File: src/rtl/rx_pkt_rd_sched.sv
// rx_pkt_rd_sched: read scheduler that drains complete symbol packets from the harden_rx output buffer.
// Ports: eth_clk/rst_n are the clock and asynchronous active-low reset. enable, clear_err and pkt_ready
// are control and event inputs. sink_ready is downstream readiness. din_valid/din_sop/din_eop carry the
// buffer beat framing. data_rd_req is the buffer read request. busy, pending and status (gp_status)
// report the scheduler state.
module rx_pkt_rd_sched #(
    parameter int MAX_PENDING = 16,
    parameter int BEAT_NUM    = 819,
    parameter int GAP_CYCLES  = 4,
    parameter int TIMEOUT     = 1024
) (
    input  logic        eth_clk,
    input  logic        rst_n,
    input  logic        enable,
    input  logic        clear_err,
    input  logic        pkt_ready,
    input  logic        sink_ready,
    input  logic        din_valid,
    input  logic        din_sop,
    input  logic        din_eop,
    output logic        data_rd_req,
    output logic        busy,
    output logic [7:0]  pending,
    output logic [31:0] status
);
    typedef enum logic [1:0] {IDLE = 2'd0, READ = 2'd1, GAP = 2'd2} state_t;
    state_t      state;
    state_t      after_pkt;
    logic [15:0] beat_cnt;
    logic [15:0] to_cnt;
    logic [15:0] gap_cnt;
    logic [15:0] pkt_done;
    logic [16:0] beat_next;
    logic        err_overflow, err_timeout, err_len, err_sop;
    logic        beat, done, tmo, inc, dec, full, gap_end, sop_err, len_err;
    assign beat      = (state == READ) && din_valid;
    assign beat_next = {1'b0, beat_cnt} + 17'd1;
    assign done      = beat && din_eop;
    // Only cycles where downstream could accept data count toward the timeout.
    assign tmo       = (state == READ) && !din_valid && sink_ready && (to_cnt == 16'(TIMEOUT - 1));
    assign inc       = pkt_ready;
    assign dec       = done || tmo;
    assign full      = pending == 8'(MAX_PENDING);
    assign gap_end   = gap_cnt == 16'(GAP_CYCLES - 1);
    assign after_pkt = (GAP_CYCLES == 0) ? IDLE : GAP;
    // sop must appear on the first beat and only there.
    assign sop_err   = beat && (din_sop ? (|beat_cnt) : ~(|beat_cnt));
    assign len_err   = done && (beat_next != 17'(BEAT_NUM));
    assign data_rd_req = (state == READ) && sink_ready;
    assign busy        = state != IDLE;
    assign status      = {pkt_done, err_sop, err_len, err_timeout, err_overflow, 2'b00, state, pending};
    always_ff @(posedge eth_clk or negedge rst_n) begin
        if (!rst_n) begin
            state        <= IDLE;
            beat_cnt     <= '0;
            to_cnt       <= '0;
            gap_cnt      <= '0;
            pkt_done     <= '0;
            pending      <= '0;
            err_overflow <= 1'b0;
            err_timeout  <= 1'b0;
            err_len      <= 1'b0;
            err_sop      <= 1'b0;
        end else begin
            case (state)
                IDLE: begin
                    if (enable && |pending) begin
                        state    <= READ;
                        beat_cnt <= '0;
                        to_cnt   <= '0;
                    end
                end
                READ: begin
                    if (beat) begin
                        // Saturate so an overlong packet can never wrap back to a legal length.
                        beat_cnt <= &beat_cnt ? beat_cnt : beat_cnt + 16'd1;
                        to_cnt   <= '0;
                    end else if (sink_ready) begin
                        to_cnt <= to_cnt + 16'd1;
                    end
                    if (dec) begin
                        state   <= after_pkt;
                        gap_cnt <= '0;
                    end
                end
                GAP: begin
                    if (gap_end) begin
                        state <= IDLE;
                    end else begin
                        gap_cnt <= gap_cnt + 16'd1;
                    end
                end
                default: state <= IDLE;
            endcase
            if (done) begin
                pkt_done <= pkt_done + 16'd1;
            end
            if (inc && !dec) begin
                if (!full) begin
                    pending <= pending + 8'd1;
                end
            end else if (dec && !inc) begin
                pending <= pending - 8'd1;
            end
            // A new error in the clear cycle wins so no event is lost.
            err_overflow <= (err_overflow && !clear_err) || (inc && !dec && full);
            err_timeout  <= (err_timeout && !clear_err) || tmo;
            err_len      <= (err_len && !clear_err) || len_err;
            err_sop      <= (err_sop && !clear_err) || sop_err;
        end
    end
endmodule

File: config.mk
export PLATFORM = sky130hd
export DESIGN_NAME = rx_pkt_rd_sched
export DESIGN_NICKNAME = d
export VERILOG_FILES = /design/src/rtl/rx_pkt_rd_sched.sv
export SDC_FILE = /design/constraint.sdc
export NUM_CORES = 1
export LEC_CHECK = 0
export ABC_AREA = 1
export CAP_MARGIN = 20
export CORE_ASPECT_RATIO = 1.4
export CORE_MARGIN = 2
export CORE_UTILIZATION = 52
export DETAILED_ROUTE_END_ITERATION = 6
export PLACE_DENSITY = 0.88
export RECOVER_POWER = 25
export SLEW_MARGIN = 20
export SYNTH_ARGS = -nofsm -noshare
export SYNTH_HDL_FRONTEND = slang
export SYNTH_SLANG_ARGS = --single-unit
File: constraint.sdc
create_clock -name eth_clk -period 2.75 [get_ports eth_clk]
set_clock_uncertainty 0.2 [all_clocks]
set_input_delay 0.275 -clock eth_clk [delete_from_list [all_inputs] [get_ports eth_clk]]
set_output_delay 0.275 -clock eth_clk [all_outputs]
set_load 0.01 [all_outputs]
* Yosys cells after proc, flatten, opt, wreduce, memory -nomap -nowiden
Cells that the tools add are included.
** Storage, ports and cells
- Register bits after elaboration :: 78
- Input bits :: 9
- Output and inout port bits :: 42
- Logic and storage cells :: 88
** Cells by class
- Add/subtract/negate cells :: 7
- Eq/ne operators :: 14
- Muxes and demuxes :: 18
- Bitwise gates (word level) :: 1
- Reductions and logical operators :: 38
** Operators by type and width (number)
- $mux 16 :: 7
- $pmux 16 s2 :: 3
- $add 16x1->16 const B :: 4
- $mux 8 :: 3
- $add 16x1->17 const B :: 1
- $ne 17x10->1 const B :: 1
- $eq 16x10->1 const B :: 1
- $eq 16x2->1 const B :: 1
- $logic_and 1x1->1 :: 16
- $reduce_and 16->1 :: 1
- $reduce_or 16->1 :: 1
- $ne 2x2->1 const B :: 7
- $reduce_and 3->1 :: 3
- $add 8x1->8 const B :: 1
- $eq 8x5->1 const B :: 1
- $reduce_bool 2->1 :: 4
- $reduce_or 8->1 :: 1
- $sub 8x1->8 const B :: 1
- $mux 2 :: 3
- $pmux 2 s3 :: 1
- $logic_or 1x1->1 :: 5
- $logic_not 1->1 :: 4
- $reduce_and 4->1 :: 1
- $ne 3x3->1 const B :: 1
- other kinds (6) :: 6

* Depth between registers and ports, before layout
Gate-level depths: netlist of the first run.
- Depth after elaboration :: 9
- Depth in mapped cells :: 17
- Depth with buffers taken out :: 17

* Worst setup path before layout of the first run
Ideal clock, no wire load.
- Path type :: reg2reg
- Start :: reg to_cnt[0]
- End :: reg pending[6]
- Library setup time :: 117 ps
- Arrival :: 2308 ps
- Data required time :: 2433 ps
- Setup slack :: 125 ps
- Stages on the path, launching flop included :: 18
- Path buffers :: 0
- Clock period less this slack :: 2625 ps
- Path through :: dfrtp_1 ha_1 nand2_1 nor2_1 nand2_1 nor2_2 nand3_2 nand3_1 inv_1 fa_1 o21ai_0 nand2_1 nand2_1 a21oi_1 inv_1 nand2_1 nand3_1 nand2_1
** On the way
- Cells in the longest elaborated chain, start to end :: 7
- Elaborated cells on any way between the ends :: 10
- Those cells by class :: eq/ne (2); mux (1); reduce/logical (7)
** Ends and longest elaborated chain
- start, declared :: RTL line 30 : logic [15:0] to_cnt;
- start signal, assigned :: RTL line 79 : to_cnt <= to_cnt + 16'd1;
- $eq 16x10->1 (*) :: RTL line 40 : assign tmo = (state == READ) && !din_valid && sink_ready && (to_cnt == 16'(TIMEOUT - 1));
- $logic_and 1x1->1 (*) :: RTL line 40
- $logic_or 1x1->1 (*) :: RTL line 42 : assign dec = done || tmo;
- $logic_not 1->1 :: RTL line 98 : if (inc && !dec) begin
- $logic_and 1x1->1 :: RTL line 98
- $ne 2x2->1 (no line) / $reduce_bool 2->1 (equally long branches)
- $reduce_and 2->1 (no line)
- end signal, assigned :: RTL line 100 : pending <= pending + 8'd1;
- end signal, assigned :: RTL line 103 : pending <= pending - 8'd1;
- end, declared :: RTL line 23 : output logic [7:0] pending,
Every way passes the cells marked *; elsewhere a longest branch is shown, timed or not.
A chain may end at the register's enable or synchronous reset.

* Worst setup path in the final report of the first run
- Start :: reg to_cnt[1]
- End :: reg pending[7]
Same word-level chain as after synthesis.

==> flow_summary.ini, run 1 <==
[worst_hold_path]
min_to = pkt_done[15]
hp-class = reg -> reg
min_from = pkt_done[15]
worstHoldPathCells = 1

[timing]
relSlewSlack = -0.2985
finalCritPeriodShare = 1.014
finalCriticalPeriod_ps = 2789
tightestPinTransition_ps = 1948
rsz0062_at_grt = yes
drv_slew = 79
max_clock_freq_mhz = 358.6
holdWs_ps = 266.5
finalSetupViolations = 2
hold_violations = 0
final.setup.worst_slack_ps = -38.59

[logic_synthesis]
synth.distinct_cells = 35
yosys_warnings = 0
syn_area_per_cell_sq_um = 7.578
ys_ff_latch = 78
synth-seq-area-share = 0.4056
syn_inst = 635
syn_area_sq_um = 4812

[critical_path]
crit_type = reg -> reg
start_kind = flop
crit-reg2reg-launch = to_cnt[1]
cp.required_ps = 2830
crit_path_max_fanout = 5
rr_worst_depth = 16
crit_path_end_kind = flop
arrival_ps = 2870
r2r-end = pending[7]
r2r_slack_ps = -40

[clock_tree]
cts_tree = done
htree_levels = 3
cts_root_buffer = clkbuf_16
cts_sinks = 78
numCtsBuffers = 9
clk_pin_slew_worst_paths_ps = 60
clkLatencyLatePin_ps = 350
clockBufferDepth = 2

[placed_design]
io_buffer_count = 48
dpl.hpwl_microns = 8503
gp_congestion = 0.9357

[grt]
grt_pass1_vias = 4327
grt_pass1_wl_microns = 19190
antenna_found_initial = 0
grt_usage = 0.2372
grt_overflow = 0
grt_max_degree = 79

[detailed_routing]
ant_nets = 0
drt_iter0_drc = 304
routedWlPerCell_microns = 15.38
finalWirelength_microns = 12490
vias = 4603
vias_per_cell = 5.669
drc = 0
first_pass_iters = 6

[pwr]
peakVddDrop_mv = 0.5562
leakage_nw = 2.765
p_per_area_nw_per_um2 = 603.2
power_mw = 3.584

[run_status]
status = finished, violations left
violations = max-capacitance violations, max-slew violations, negative setup slack

[die]
ios = 51
core-area_sq_um = 9029
die_h_microns = 117.8
die-area_sq_um = 10050
die_x_microns = 85.30
rows = 41
initial_utilization = 0.5330

[finish]
n_fill_cell = 717
fin_nets = 722
drive_gt1_frac = 0.1234
area_delta_synth_final_pct = 23.45
antenna_cells = 0

[flow_run]
max-cap-violations = 1
-- what timing repair did --
action                                  CTS  global route
setup buffers                             1             6
endpoints found under the setup margin    2             5
pin swaps                                 1            12
endpoints found under the hold margin    78             0
gates resized for setup                   3            35
hold buffers                              1             0
-- critical path: stages (launching register included) --
cell	delay [ps]
dfrtp_1	390
ha_2	210
nand2_2	80
nor2_4	150
nand2_4	80
nor2_4	140
nand3_4	100
nand3_4	140
buf_8	160
ha_4	220
buf_4	140
nand3_2	80
nor2_2	40
nor2_2	220
nand3b_1	210
nand3_2	80
nand2_1	70
-- layer usage --
layer / part of all wire / global-route usage
met1: 0.39 / 0.2676
met2: 0.51 / 0.4180
met3: 0.052 / 0.04418
met4: 0.040 / 0.1210
met5: 0 / 0
-- layout make-up --
| type | count | area [sq um] | area share |
|---|---|---|---|
| clock buffer | 9 | 225.2 | 0.03791 |
| clock inverter | 7 | 72.57 | 0.01222 |
| inverter | 82 | 307.8 | 0.05181 |
| multi-input combinational | 457 | 2580 | 0.4343 |
| sequential | 78 | 1952 | 0.3286 |
| tap | 107 | 133.9 | 0.02254 |
| timing repair buffer | 72 | 669.4 | 0.1127 |
-- placed cells by master, fill, tap and decap left out, types with 20 or more instances in the layout --
| cell | synthesis | layout |
|---|---|---|
| nand2_1 | 149 | 146 |
| inv_1 | 78 | 78 |
| dfrtp_1 | 78 | 78 |
| nand3_1 | 69 | 64 |
| nor2_1 | 54 | 52 |
| clkdlybuf4s50_1 | 0 | 47 |
| o21ai_0 | 46 | 43 |
| xor2_1 | 27 | 27 |
| buf_4 | 15 | 21 |
| nand4_1 | 20 | 20 |
-- report_power, final --
part | switching [mW] | internal (mW)
Clock | 0.495 | 0.704
Combinational | 0.497 | 0.535
Sequential | 0.134 | 1.22
-- synth_stat cells --
| library cell | count | area share |
|---|---|---|
| a21o_2 | 1 | 0.0018 |
| a21oi_1 | 12 | 0.012 |
| and2_1 | 3 | 0.0039 |
| buf_2 | 1 | 0.0010 |
| buf_4 | 15 | 0.023 |
| buf_6 | 2 | 0.0047 |
| clkbuf_1 | 1 | 0.00078 |
| clkinv_1 | 2 | 0.0016 |
| conb_1 | 1 | 0.00078 |
| dfrtp_1 | 78 | 0.41 |
| fa_1 | 1 | 0.0042 |
| ha_1 | 12 | 0.031 |
| inv_1 | 78 | 0.061 |
| inv_2 | 2 | 0.0016 |
| nand2_1 | 149 | 0.12 |
| nand2_2 | 3 | 0.0039 |
| nand2_4 | 2 | 0.0047 |
| nand3_1 | 69 | 0.072 |
| nand3_2 | 3 | 0.0062 |
| nand3b_1 | 3 | 0.0047 |
| nand4_1 | 20 | 0.026 |
| nor2_1 | 54 | 0.042 |
| nor2_2 | 3 | 0.0039 |
| nor2_4 | 3 | 0.0070 |
| nor2_8 | 1 | 0.0042 |
| nor3_1 | 19 | 0.020 |
| nor3_2 | 2 | 0.0042 |
| nor3b_1 | 2 | 0.0031 |
| nor4_1 | 6 | 0.0078 |
| o21ai_0 | 46 | 0.048 |
| o22ai_1 | 4 | 0.0052 |
| o22ai_2 | 1 | 0.0026 |
| or2_2 | 1 | 0.0013 |
| xnor2_1 | 8 | 0.015 |
| xor2_1 | 27 | 0.049 |
-- kinds of logic after synthesis --
group	share of synthesized area
other	0.0007793
adder cells (fa/ha/maj)	0.03536
AND/OR/NAND/NOR	0.3307
flip-flops	0.4056
XOR/XNOR	0.06370
buffers and inverters	0.09386
AO/OA/AOI/OAI	0.06994
-- registers in the layout (all words and copies together) (netlist names) --
register and flops:
beat_cnt 16, err_len 1, err_overflow 1, err_sop 1, err_timeout 1, gap_cnt 16
pending 8, pkt_done 16, state 2, to_cnt 16
-- metrics by stage --
| step | util | TNS (ps) | area [sq um] | worst slack, ps | instances |
|---|---|---|---|---|---|
| 2_1_floorplan | - | 0 | 4816 | 125.0 | 636 |
| 3_3_place_gp | 0.5985 | 0 | 5404 | 29.43 | 788 |
| 3_5_place_dp | 0.5985 | -158.8 | 5404 | -89.80 | 788 |
| 4_1_cts | 0.6347 | 0 | 5731 | 1.088 | 806 |
| 5_1_grt | 0.6580 | -540.8 | 5941 | -167.9 | 812 |
| 6_report | 0.6580 | -55.69 | 5941 | -38.59 | 812 |
-- worst max path at each step --
stage / from / slack, ps / cells after the start / endpoint
4_1_cts: to_cnt[1] / 1 / 17 / pending[7]
2_1_floorplan: to_cnt[0] / 120 / 17 / pending[6]
5_1_grt: to_cnt[1] / -170 / 17 / pending[6]
6_report: to_cnt[1] / -40 / 16 / pending[7]
3_3_place_gp: din_valid / 30 / 14 / pending[6]
3_5_place_dp: sink_ready / -90 / 15 / pending[7]
Note: power is estimated with default switching activity, not from simulation.
==> run 2: changes to the inputs <==
Settings changed: CORE_UTILIZATION 52 to 57, PLACE_DENSITY 0.88 to 0.91.
Clock period 2.75 ns to 3.18 ns, I/O delays scaled along.
==> run 2 against run 1 <==
The run ends with max-capacitance violations, max-slew violations left. First-iteration DRC count grew 41%. Power is 17% lower. Non-clock buffer count shrank 21. Count of clock-buffer cells in the layout is 1 higher. Critical path type unchanged.
==> flow_summary.ini, run 2 (same netlist as run 1, synthesis figures left out) <==
[run_status]
status = finished, violations left
violations = max-capacitance violations, max-slew violations

[die]
rows = 39
core-area_sq_um = 8198
initial_utilization = 0.5870
ios = 51
die-area_sq_um = 9204
die_h_microns = 112.7
die_x_microns = 81.66

[finish]
final_cell_mix = nand2_1 (149), inv_1 (78), dfrtp_1 (78)
final-seq-area_sq_um = 1952
antenna_cells = 0
multi_input_area_sq_um = 2414
final_common_cell = nand2_1
area_delta_synth_final_pct = 16.98
drive_gt1_frac = 0.05848
fin_nets = 701
n_fill_cell = 607

[timing]
finalCriticalPeriod_ps = 2957
fin_setup_tns_ps = 0
finalSetupViolations = 0
finalCritPeriodShare = 0.9299
max_clock_freq_mhz = 338.2
rsz0062_at_grt = no
hold_violations = 0
relSlewSlack = -0.2739
tightestPinTransition_ps = 1911
drv_slew = 79

[worst_hold_path]
worstHoldPathCells = 1
min_to = pkt_done[15]
min_from = pkt_done[15]
hp-class = reg -> reg

[grt]
grt_pass1_vias = 4589
antenna_found_initial = 0
grt_usage = 0.2881
grt_pass1_wl_microns = 20820
grt_max_degree = 79
grt_overflow = 0

[pwr]
leakage_nw = 2.653
p_per_area_nw_per_um2 = 527.5
clkPwrFrac = 0.386
combPwrFrac = 0.230
seqPwrFrac = 0.384
power_mw = 2.969
peakVddDrop_mv = 0.5129
switchingPower_uw = 871.1
switching_share = 0.2934
internal_power_mw = 2.098

[critical_path]
crit_type = reg -> reg
crit_path_end_kind = flop
r2r_slack_ps = 220
r2r-end = pending[7]
arrival_ps = 3040
start_kind = flop
crit_path_max_fanout = 8
cp-startpoint = to_cnt[0]
crit-reg2reg-launch = to_cnt[0]
rr_worst_depth = 17
cp.required_ps = 3260

[detailed_routing]
ant_nets = 0
finalWirelength_microns = 12480
drc = 0
routedWlPerCell_microns = 15.88
vias_per_cell = 5.931
drt_iter0_drc = 429
first_pass_iters = 6
vias = 4662

[clock_tree]
numCtsBuffers = 9
cts_sinks = 78
clk_pin_slew_worst_paths_ps = 60
cts_root_buffer = clkbuf_16
clockBufferDepth = 2
cts_tree = done
htree_levels = 3
clkLatencyLatePin_ps = 350

[placed_design]
io_buffer_count = 48
gp_congestion = 0.9689
dpl.hpwl_microns = 8613

[flow_run]
max-cap-violations = 1
run 2: cell types whose count changed in the layout (fill, tap and decap cells not counted), moves of 2 or more:
cell / before / now
buf_4: 21 / 1
ha_4: 6 / 0
o21ai_2: 2 / 0
nand2_2: 5 / 3
nand2_1: 146 / 149
nand3_2: 6 / 3
a21oi_1: 7 / 12
ha_1: 5 / 12
o21ai_0: 43 / 45
nand3_1: 64 / 68
nor2_2: 4 / 2
clkinv_2: 2 / 0
a21oi_2: 4 / 0
nor2_1: 52 / 55
run 2: what timing repair did:
action	in CTS	in global routing
hold buffers	1	0
endpoints found under the hold margin	78	0
gates resized for setup	0	4
buffers inserted	0	0
endpoints found under the setup margin	0	3
run 2: power groups by stage:
| stage | combinational [mW] | clock (mW) | sequential [mW] |
|---|---|---|---|
| after floorplan | 0.402 | 0 | 1.16 |
| after global placement | 0.640 | 0 | 1.15 |
| after detailed placement | 0.669 | 0 | 1.15 |
| after CTS | 0.680 | 1.15 | 1.14 |
| after global routing | 0.753 | 1.19 | 1.15 |
| final | 0.684 | 1.15 | 1.14 |
run 2: worst max-delay path, cell delays in order (launching register included):
cell and delay [ps]:
dfrtp_1 380, ha_1 230, nand2_1 100, nor2_1 150, nand2_1 150, nor2_4 150
nand3_2 150, nand3_4 150, ha_1 290, a21oi_1 170, nand2_1 100, nand3_1 90
nor2_1 40, nor2_1 160, nand3_1 120, o21ai_0 90, nand2_1 70, nand2_1 70
run 2: final cells by class:
cell class                 instances  area share
timing repair buffer              51     0.08824
tap                              102     0.02267
multi-input combinational        457      0.4288
inverter                          82     0.05468
sequential                        78      0.3467
clock inverter                     6     0.01645
clock buffer                      10     0.04245
run 2: per-layer routing:
layer,share of wire,vias to the layer above,wire [microns],track usage
li1,-,2144,-,-
met1,0.37,2168,4639,0.3494
met2,0.50,278,6270,0.4754
met3,0.077,72,960,0.05742
met4,0.049,0,607,0.1544
met5,0,-,0,0
run 2: stage by stage:
| step | cells | hold WS, ps | setup WS [ps] | util | area (sq um) |
|---|---|---|---|---|---|
| after floorplan | 636 | -177.6 | 555.0 | - | 4816 |
| after global placement | 769 | 257.3 | 217.2 | 0.6456 | 5293 |
| after detailed placement | 769 | 284.3 | 72.51 | 0.6456 | 5293 |
| after CTS | 786 | 293.0 | 105.6 | 0.6873 | 5634 |
| after global routing | 786 | 319.4 | 8.749 | 0.6867 | 5629 |
| final | 786 | 282.6 | 222.9 | 0.6867 | 5629 |
run 2: worst max-delay path by stage:
stage | to | cells past startpoint
2_1_floorplan | pending[6] | 17
3_3_place_gp | pending[6] | 15
3_5_place_dp | pending[6] | 15
4_1_cts | pending[6] | 17
5_1_grt | pending[7] | 17
6_report | pending[7] | 17
